`src/rtl/pacote_tomasulo.sv`:
```
// Constants shared by the Tomasulo core: station tags, tag width and the "no value" marker.
package pacote_tomasulo;

    localparam int unsigned TAG_W = 3;

    localparam logic [TAG_W-1:0] FREE_REGISTER    = 3'd0;
    localparam logic [TAG_W-1:0] RES_STATION_ADD1 = 3'd1;
    localparam logic [TAG_W-1:0] RES_STATION_ADD2 = 3'd2;
    localparam logic [TAG_W-1:0] RES_STATION_MUL1 = 3'd3;

    localparam logic [15:0] VALOR_VAZIO = 16'hFFF0;

endpackage

```
`src/rtl/arbitro_cdb_if.sv`:
```
// Request/result bundle between the reservation stations and the CDB arbiter.
interface arbitro_cdb_if #(
    parameter int unsigned N_RS   = 3,
    parameter int unsigned DATA_W = 16,
    parameter int unsigned TAG_W  = 3
);

    logic [N_RS-1:0]        req;
    logic [N_RS*DATA_W-1:0] req_data;
    logic                   hold_cdb;
    logic [N_RS-1:0]        ack;
    logic                   cdb_valid;
    logic [TAG_W-1:0]       cdb_tag;
    logic [DATA_W-1:0]      cdb_data;

    modport master (
        output req, req_data, hold_cdb,
        input  ack, cdb_valid, cdb_tag, cdb_data
    );

    modport slave (
        input  req, req_data, hold_cdb,
        output ack, cdb_valid, cdb_tag, cdb_data
    );

endinterface

```
`src/rtl/seletor_round_robin.sv`:
```
// Circular priority search: first set bit of elig starting at ptr, wrapping modulo N_RS.
module seletor_round_robin #(
    parameter int unsigned N_RS  = 3,
    parameter int unsigned PTR_W = (N_RS > 1) ? $clog2(N_RS) : 1
) (
    input  logic [N_RS-1:0]  elig,
    input  logic [PTR_W-1:0] ptr,
    output logic             found,
    output logic [PTR_W-1:0] winner
);

    logic [31:0] idx;

    always_comb begin
        found  = 1'b0;
        winner = '0;
        idx    = '0;
        for (int unsigned k = 0; k < N_RS; k++) begin
            idx = 32'(ptr) + k;
            // N_RS need not be a power of two, so wrap with a compare instead of masking
            if (idx >= N_RS) begin
                idx = idx - N_RS;
            end
            if (!found && elig[PTR_W'(idx)]) begin
                found  = 1'b1;
                winner = PTR_W'(idx);
            end
        end
    end

endmodule

```
`src/rtl/arbitro_cdb.sv`:
```
// Round-robin CDB arbiter: grants one finished reservation station per cycle and broadcasts it.
module arbitro_cdb
    import pacote_tomasulo::*;
#(
    parameter int unsigned N_RS   = 3,
    parameter int unsigned DATA_W = 16
) (
    input logic          clock,
    input logic          reset,
    arbitro_cdb_if.slave bus
);

    localparam int unsigned PTR_W = (N_RS > 1) ? $clog2(N_RS) : 1;

    logic [PTR_W-1:0]  ptr_q;
    logic [N_RS-1:0]   ack_q;
    logic              valid_q;
    logic [TAG_W-1:0]  tag_q;
    logic [DATA_W-1:0] data_q;

    logic [N_RS-1:0]   elig;
    logic              found;
    logic [PTR_W-1:0]  winner;
    logic              grant;
    logic [PTR_W-1:0]  ptr_next;
    logic [DATA_W-1:0] win_data;

    // A station acked this cycle is masked so its result is never broadcast twice
    assign elig = bus.req & ~ack_q;

    seletor_round_robin #(
        .N_RS  (N_RS),
        .PTR_W (PTR_W)
    ) u_seletor (
        .elig   (elig),
        .ptr    (ptr_q),
        .found  (found),
        .winner (winner)
    );

    assign grant    = found & ~bus.hold_cdb;
    assign ptr_next = (32'(winner) == N_RS - 1) ? '0 : winner + PTR_W'(1);
    assign win_data = bus.req_data[32'(winner)*DATA_W +: DATA_W];

    always_ff @(posedge clock) begin
        if (!reset) begin
            ptr_q   <= '0;
            ack_q   <= '0;
            valid_q <= 1'b0;
            tag_q   <= FREE_REGISTER;
            data_q  <= DATA_W'(VALOR_VAZIO);
        end else if (grant) begin
            ptr_q   <= ptr_next;
            ack_q   <= N_RS'(1) << winner;
            valid_q <= 1'b1;
            tag_q   <= TAG_W'(winner) + TAG_W'(1);
            data_q  <= win_data;
        end else begin
            ack_q   <= '0;
            valid_q <= 1'b0;
            tag_q   <= FREE_REGISTER;
            data_q  <= DATA_W'(VALOR_VAZIO);
        end
    end

    assign bus.ack       = ack_q;
    assign bus.cdb_valid = valid_q;
    assign bus.cdb_tag   = tag_q;
    assign bus.cdb_data  = data_q;

endmodule

```
`src/flat_wrapper.sv`:
```
// flat-port wrapper written by rule: the top's interface ports become plain ports
module arbitro_cdb_flat import pacote_tomasulo::*;
#(
    parameter int unsigned N_RS   = 3,
    parameter int unsigned DATA_W = 16
)
  (clock, reset, bus_req, bus_req_data, bus_hold_cdb, bus_ack, bus_cdb_valid, bus_cdb_tag, bus_cdb_data);
  arbitro_cdb_if #(.N_RS(N_RS), .DATA_W(DATA_W)) bus_i ();
  input logic clock;
  input logic reset;
  input wire logic [$bits(bus_i.req)-1:0] bus_req;
  input wire logic [$bits(bus_i.req_data)-1:0] bus_req_data;
  input wire logic [$bits(bus_i.hold_cdb)-1:0] bus_hold_cdb;
  output wire logic [$bits(bus_i.ack)-1:0] bus_ack;
  output wire logic [$bits(bus_i.cdb_valid)-1:0] bus_cdb_valid;
  output wire logic [$bits(bus_i.cdb_tag)-1:0] bus_cdb_tag;
  output wire logic [$bits(bus_i.cdb_data)-1:0] bus_cdb_data;
  assign bus_i.req = bus_req;
  assign bus_i.req_data = bus_req_data;
  assign bus_i.hold_cdb = bus_hold_cdb;
  assign bus_ack = bus_i.ack;
  assign bus_cdb_valid = bus_i.cdb_valid;
  assign bus_cdb_tag = bus_i.cdb_tag;
  assign bus_cdb_data = bus_i.cdb_data;
  arbitro_cdb #(.N_RS(N_RS), .DATA_W(DATA_W)) u_core (.clock(clock), .reset(reset), .bus(bus_i));
endmodule
```
`config.mk`:
```
export PLATFORM = sky130hd
export DESIGN_NAME = arbitro_cdb_flat
export DESIGN_NICKNAME = d
export VERILOG_FILES = /design/src/rtl/pacote_tomasulo.sv /design/src/rtl/arbitro_cdb_if.sv /design/src/rtl/seletor_round_robin.sv /design/src/rtl/arbitro_cdb.sv /design/src/flat_wrapper.sv
export SDC_FILE = /design/constraint.sdc
export NUM_CORES = 1
export LEC_CHECK = 0
export ABC_AREA = 1
export BUFFER_PORTS_ARGS = -buffer_cell sky130_fd_sc_hd__buf_4
export CAP_MARGIN = 20
export CORE_MARGIN = 2
export CORE_UTILIZATION = 48
export DETAILED_ROUTE_END_ITERATION = 6
export MAX_ROUTING_LAYER = met4
export PLACE_DENSITY = 0.85
export SLEW_MARGIN = 20
export SYNTH_ARGS = -nofsm -noshare
export SYNTH_HDL_FRONTEND = slang
export SYNTH_SLANG_ARGS = --single-unit
```
`constraint.sdc`:
```
create_clock -name clock -period 3.1 [get_ports clock]
set_input_delay 0.62 -clock clock [delete_from_list [all_inputs] [get_ports clock]]
set_output_delay 0.62 -clock clock [all_outputs]
set_load 0.03 [all_outputs]
```
# == After elaboration in Yosys (flattened, before gate mapping) ==
# Cells that the tools add are included.
# totals
register_bits,25
in_bits,54
mem_bits_rw,0
mem_bits_ro,0
word_cells,47
output_inout_bits,23
n_memories,0
latchBits,0
# classes
n_addsub,7
n_shift,2
n_reduce_logical,5
div_mod_pow,0
n_lt_le_gt_ge,6
bitwise_logic,4
muxes,17
mul,0
n_eq_ne,1
# ops
operator,n
48-bit by 7-bit variable part select with 16-bit output,1
2-bit 2-to-1 mux,7
2-bit by 3-bit < comparator with 1-bit output (second input constant),3
1-bit 2-to-1 mux,7
2-bit by 1-bit adder with 3-bit output (second input constant),2
1-bit binary-select mux with 2-bit select,3
3-bit by 2-bit greater-or-equal comparator with 1-bit output (second input constant),2
2-bit subtractor (second input constant),3
2-bit by 2-bit adder with 3-bit output (second input constant),1
3-bit bitwise AND,1
3-bit NOT,1
1-bit by 2-bit left shift with 3-bit output (first input constant),1
2-bit by 1-bit adder with 2-bit output (second input constant),1
2-bit equality test (second input constant),1
2-bit greater-or-equal comparator (second input constant),1
1-bit logical AND,2
1-bit logical NOT,2
2-bit AND reduction,1
1-bit bitwise AND,1
1-bit NOT,1

# == Longest topological paths before layout ==
# depth
ltp_word,13
ltp_mapped,14
depth_no_buf,13

# == Hierarchy ==
# From an unflattened synthesis, not the netlist that was laid out.
# hier_totals
cells_unflattened,213
area_unflattened_um2,1357.6
# by_module_without_submodules
module,cells_each,area_per_inst_um2,n_inst,seq_area_each_um2
arbitro_cdb,162,1117.3,1,500.5
seletor_round_robin,51,240.2,1,0.0

# == Least setup slack after synthesis ==
# No wires, ideal clock.
# synth_timing
kind,flip-flop to flip-flop
from,register u_core.ptr_q[0]
to,register u_core.ptr_q[1]
path_slack_ns,1.166
synth_period_minus_slack_ns,1.934
t_required_ns,2.981
path_buffers,1
stages_incl_launch_ff,13
setup_ns,0.119
t_arrival_ns,1.815
cell_sequence,dfxtp_1 > inv_1 > ha_1 > inv_1 > nand3_1 > nand2_2 > nand4_1 > nand2_1 > inv_2 > buf_6 > ha_1 > o21ai_0 > a21oi_1
# synth_between
elab_chain_cells,13
elab_cells_between_ends,31
classes_between,add/sub (6); order compare (3); eq/ne (1); mux (16); bitwise (1); reduce/logical (4)
# synth_lines
item,line_no,source
start: declaration,arbitro_cdb.sv:15,logic [PTR_W-1:0] ptr_q;
start signal: assignment,arbitro_cdb.sv:53,ptr_q <= ptr_next;
"parallel branches: the longest is 10 deep, another holds 2-bit by 1-bit adder with 3-bit output",-,
2-bit 2-to-1 mux *,seletor_round_robin.sv:24,if (!found && elig[PTR_W'(idx)]) begin
2-bit by 1-bit adder with 2-bit output or 2-bit equality test (tied branches),arbitro_cdb.sv:42,assign ptr_next = (32'(winner) == N_RS - 1) ? '0 : winner + PTR_W'(1);
2-bit 2-to-1 mux *,arbitro_cdb.sv:42,
via u_core.ptr_next[1],arbitro_cdb.sv:25,logic [PTR_W-1:0] ptr_next;
# Mark *: on every way through the listed nets, which the timed path passes. The select of a mux whose other input is x is not followed.
# A chain may end at the register's enable or synchronous reset.

# == Worst setup path in the final report ==
# layout_timing
from,register u_core.ptr_q[0]
to,register u_core.data_q[2] (netlist: u_core.bus.cdb_data[2])
# layout_between
elab_chain_cells,13
elab_cells_between_ends,30
classes_between,add/sub (5); order compare (3); shift (1); mux (15); bitwise (1); reduce/logical (5)
# layout_lines
item,line_no,source
"parallel branches: the longest is 13 deep, another holds 2-bit by 1-bit adder with 3-bit output",-,
end signal: assignment,arbitro_cdb.sv:51,data_q <= DATA_W'(VALOR_VAZIO);
end signal: assignment,arbitro_cdb.sv:57,data_q <= win_data;
end signal: assignment,arbitro_cdb.sv:62,data_q <= DATA_W'(VALOR_VAZIO);
end: declaration,arbitro_cdb.sv:19,logic [DATA_W-1:0] data_q;
# Several ways; the timed one is not identified. The select of a mux whose other input is x is not followed.

==> flow_metrics.py <==
metrics = {
    "run_status": {
        "outcome": "finished clean",
    },
    "die": {
        "row_count": 19,
        "die_area_um2": 3420,
        "io_pins": 77,
        "start_util_pct": 51.3,
        "die_h_um": 58.5,
        "core_area_um2": 2780,
        "dieWidth_um": 58.5,
    },
    "critical_path": {
        "crit_path_frequent_cell": "nand2_1",
        "cp_slowest_stage_delay_ps": 450,
        "critPathMaxFanout": 12,
        "critPathRequiredTime_ps": 3330,
        "critPathTopFamily": "simple AND/OR/NAND/NOR gates",
        "critPathKind": "register to register",
        "cp_slowest_cell": "nand4_1",
        "cp.arrival_ps": 2550,
        "worstSetupStartpointType": "register",
        "path_cells": "inv_1 > ha_1 > inv_1 > nand3_1 > nand2_2 > nand4_1 > nand2_1 > nand2_1 > nand3_1 > nand2_1",
        "critPathBufInv": 2,
        "endpoint_kind": "register",
    },
    "sta": {
        "setup_viol": 0,
        "grt_setup_unrepaired": "false",
        "final.min_clock_period_ps": 2320,
        "tns_ps": 0,
        "worstMarginPinSlew_ps": 535,
        "worst_slack_ps": 780,
        "clock.fmax_mhz": 431,
        "finClkSkew_ps": 18.6,
        "relSlewSlack_pct": 64.2,
        "finalMaxSlewViolations": 0,
        "min_period_over_period_pct": 74.8,
        "finalHoldViolations": 0,
    },
    "routing": {
        "routed_wl_um": 3690,
        "drt-initial-drc-count": 86,
        "antenna_left": 0,
        "via_count": 1594,
        "drc": 0,
        "drt-vias-per-instance": 5.09,
        "wl_per_cell_um": 11.8,
        "dr.pass1.iters": 4,
    },
    "cts": {
        "cts_sinks": 25,
        "clk_pin_slew_ps": 150,
        "post-cts-setup-buffers": 0,
        "ctsResizeCount": 0,
        "clock_path_buffers": 2,
        "cts_hold_buffers": 0,
        "clock_latency_ps": 330,
        "numCtsBuffers": 3,
        "cts_tree": "done",
        "ctsHtreeMaxLevel": 1,
        "cts_root_buf": "clkbuf_4",
    },
    "global_routing": {
        "antenna_found_initial": 0,
        "grt-ovfl-total": 0,
        "grtUsageTotal_pct": 23.6,
        "grt_pass1_vias": 1475,
        "grt_pass1_wl_um": 6060,
        "grt_max_degree": 16,
    },
    "pwr": {
        "peakVddDrop_uv": 781,
        "powerDensity_nw_per_um2": 1030,
        "p_leak_nw": 1.08,
        "total_power_mw": 2.09,
    },
    "yosys": {
        "ys_types": 24,
        "ys_ff_latch": 25,
        "mappedNetlistArea_um2": 1430,
        "post-synth-top-area-cell": "dfxtp_1",
        "yosysTopAreaCellShare_pct": 35.1,
        "yosys_warnings": 0,
        "ys_top_cells_by_area": "dfxtp_1 (35%), nand3_1 (19%), nand2_1 (15%)",
        "syn_avg_cell_area_um2": 6.86,
        "synthCells": 208,
        "syn_nets": 266,
        "ys_seq_area_share_pct": 35.1,
    },
    "layout": {
        "design_area_um2": 2020,
        "num_antenna_cells": 0,
        "fillers": 240,
        "final_common_cell": "buf_4",
        "final_cell_mix": "buf_4 (78), nand2_1 (56), nand3_1 (55)",
        "layout.nets": 341,
        "syn2layout_area_growth_pct": 41.5,
        "drive_above_1_share_pct": 35.1,
    },
    "worst_hold_path": {
        "min_path_type": "input pin to register",
    },
    "placement": {
        "gp_congestion": 0.870,
        "post-place-ws_ps": 844,
        "dp_hpwl_um": 2870,
        "dpl_cell_area_um2": 1990,
        "io_buffers": 76,
    },
    "run": {
        "maxCapViolCount": 0,
    },
}
==> cells by family (layout without fill, tap and decap cells) <==
family,after synthesis,after routing,synth area share (%)
buffers and inverters,34,108,11.1
other,1,1,0.263
AOI/OAI and AO/OA,8,8,5.00
adders and majority gates,4,4,3.51
and+or+nand+nor,136,136,45.1
DFF,25,25,35.1
==> worst reg2reg max path: stages, from the launching register on <==
cell,delay [ps]
dfxtp_1,380
inv_1,70
ha_1,330
inv_1,170
nand3_1,120
nand2_2,130
nand4_1,450
nand2_1,340
nand2_1,80
nand3_1,100
nand2_1,50
==> through the flow <==
| step | utilization (%) | hold WS [ps] | std cells |
|---|---|---|---|
| floorplan | - | 467 | 208 |
| global placement | 71.6 | 491 | 309 |
| detailed placement | 71.6 | 494 | 309 |
| CTS | 72.6 | 489 | 313 |
| global route | 72.6 | 484 | 313 |
| finish | 72.6 | 491 | 313 |
==> routing by layer <==
metal,up-vias,share of wire (%),global-route usage [%],wire length [µm]
met5,-,0,-,0
met4,0,1.1,9.63,42
met3,4,12,3.74,445
met2,92,46,39.0,1700
met1,678,41,28.5,1510
li1,820,-,-,-
==> cell usage after synthesis <==
cell type and n:
nand2_1 56, nand3_1 55, dfxtp_1 25, inv_1 22, nor2_1 8, nand2_2 5, nand4_1 5, ha_1 4
inv_2 4, buf_2 3, buf_4 3, o21ai_0 3, buf_6 2, nand3_2 2, nor2_2 2, a21oi_1 1
a21oi_4 1, a31oi_4 1, conb_1 1, nand3_4 1, nor3_1 1, nor3_2 1, o2111ai_1 1, o21ai_1 1
==> worst paths after layout <==
kind	from	end	slack, ps	cells past startpoint
setup / recovery	u_core.ptr_q[0]$_SDFFE_PN0P_	u_core.bus.cdb_data[2]$_SDFF_PN0_	780	10
hold / removal	bus_req_data[35]	u_core.bus.cdb_data[3]$_SDFF_PN0_	490	3
setup reg to reg	u_core.ptr_q[0]$_SDFFE_PN0P_	u_core.bus.cdb_data[2]$_SDFF_PN0_	780	10
hold reg to reg	u_core.ptr_q[1]$_SDFFE_PN0P_	u_core.ptr_q[1]$_SDFFE_PN0P_	510	2
==> sequential cells by signal, summed over array words and instances (netlist names) <==
signal,count
u_core.bus.ack,3
u_core.bus.cdb_valid,1
u_core.bus.cdb_tag,3
u_core.ptr_q,2
u_core.bus.cdb_data,16
==> final cells by class <==
class | instances | area, µm² | share of cell area [%]
flip-flops and latches | 25 | 500 | 24.8
multi-input cells | 149 | 768 | 38.1
clock buffers | 3 | 22.5 | 1.12
clock inverters | 1 | 5.00 | 0.248
repair buffers | 78 | 586 | 29.0
well taps | 31 | 38.8 | 1.92
inverters | 26 | 97.6 | 4.84
==> power breakdown <==
part | internal (mW) | total [mW] | switching (mW)
registers | 0.434 | 0.472 | 0.0380
logic | 0.485 | 1.46 | 0.980
clock network | 0.0484 | 0.150 | 0.102
Note: power is estimated with default switching activity, not from simulation.
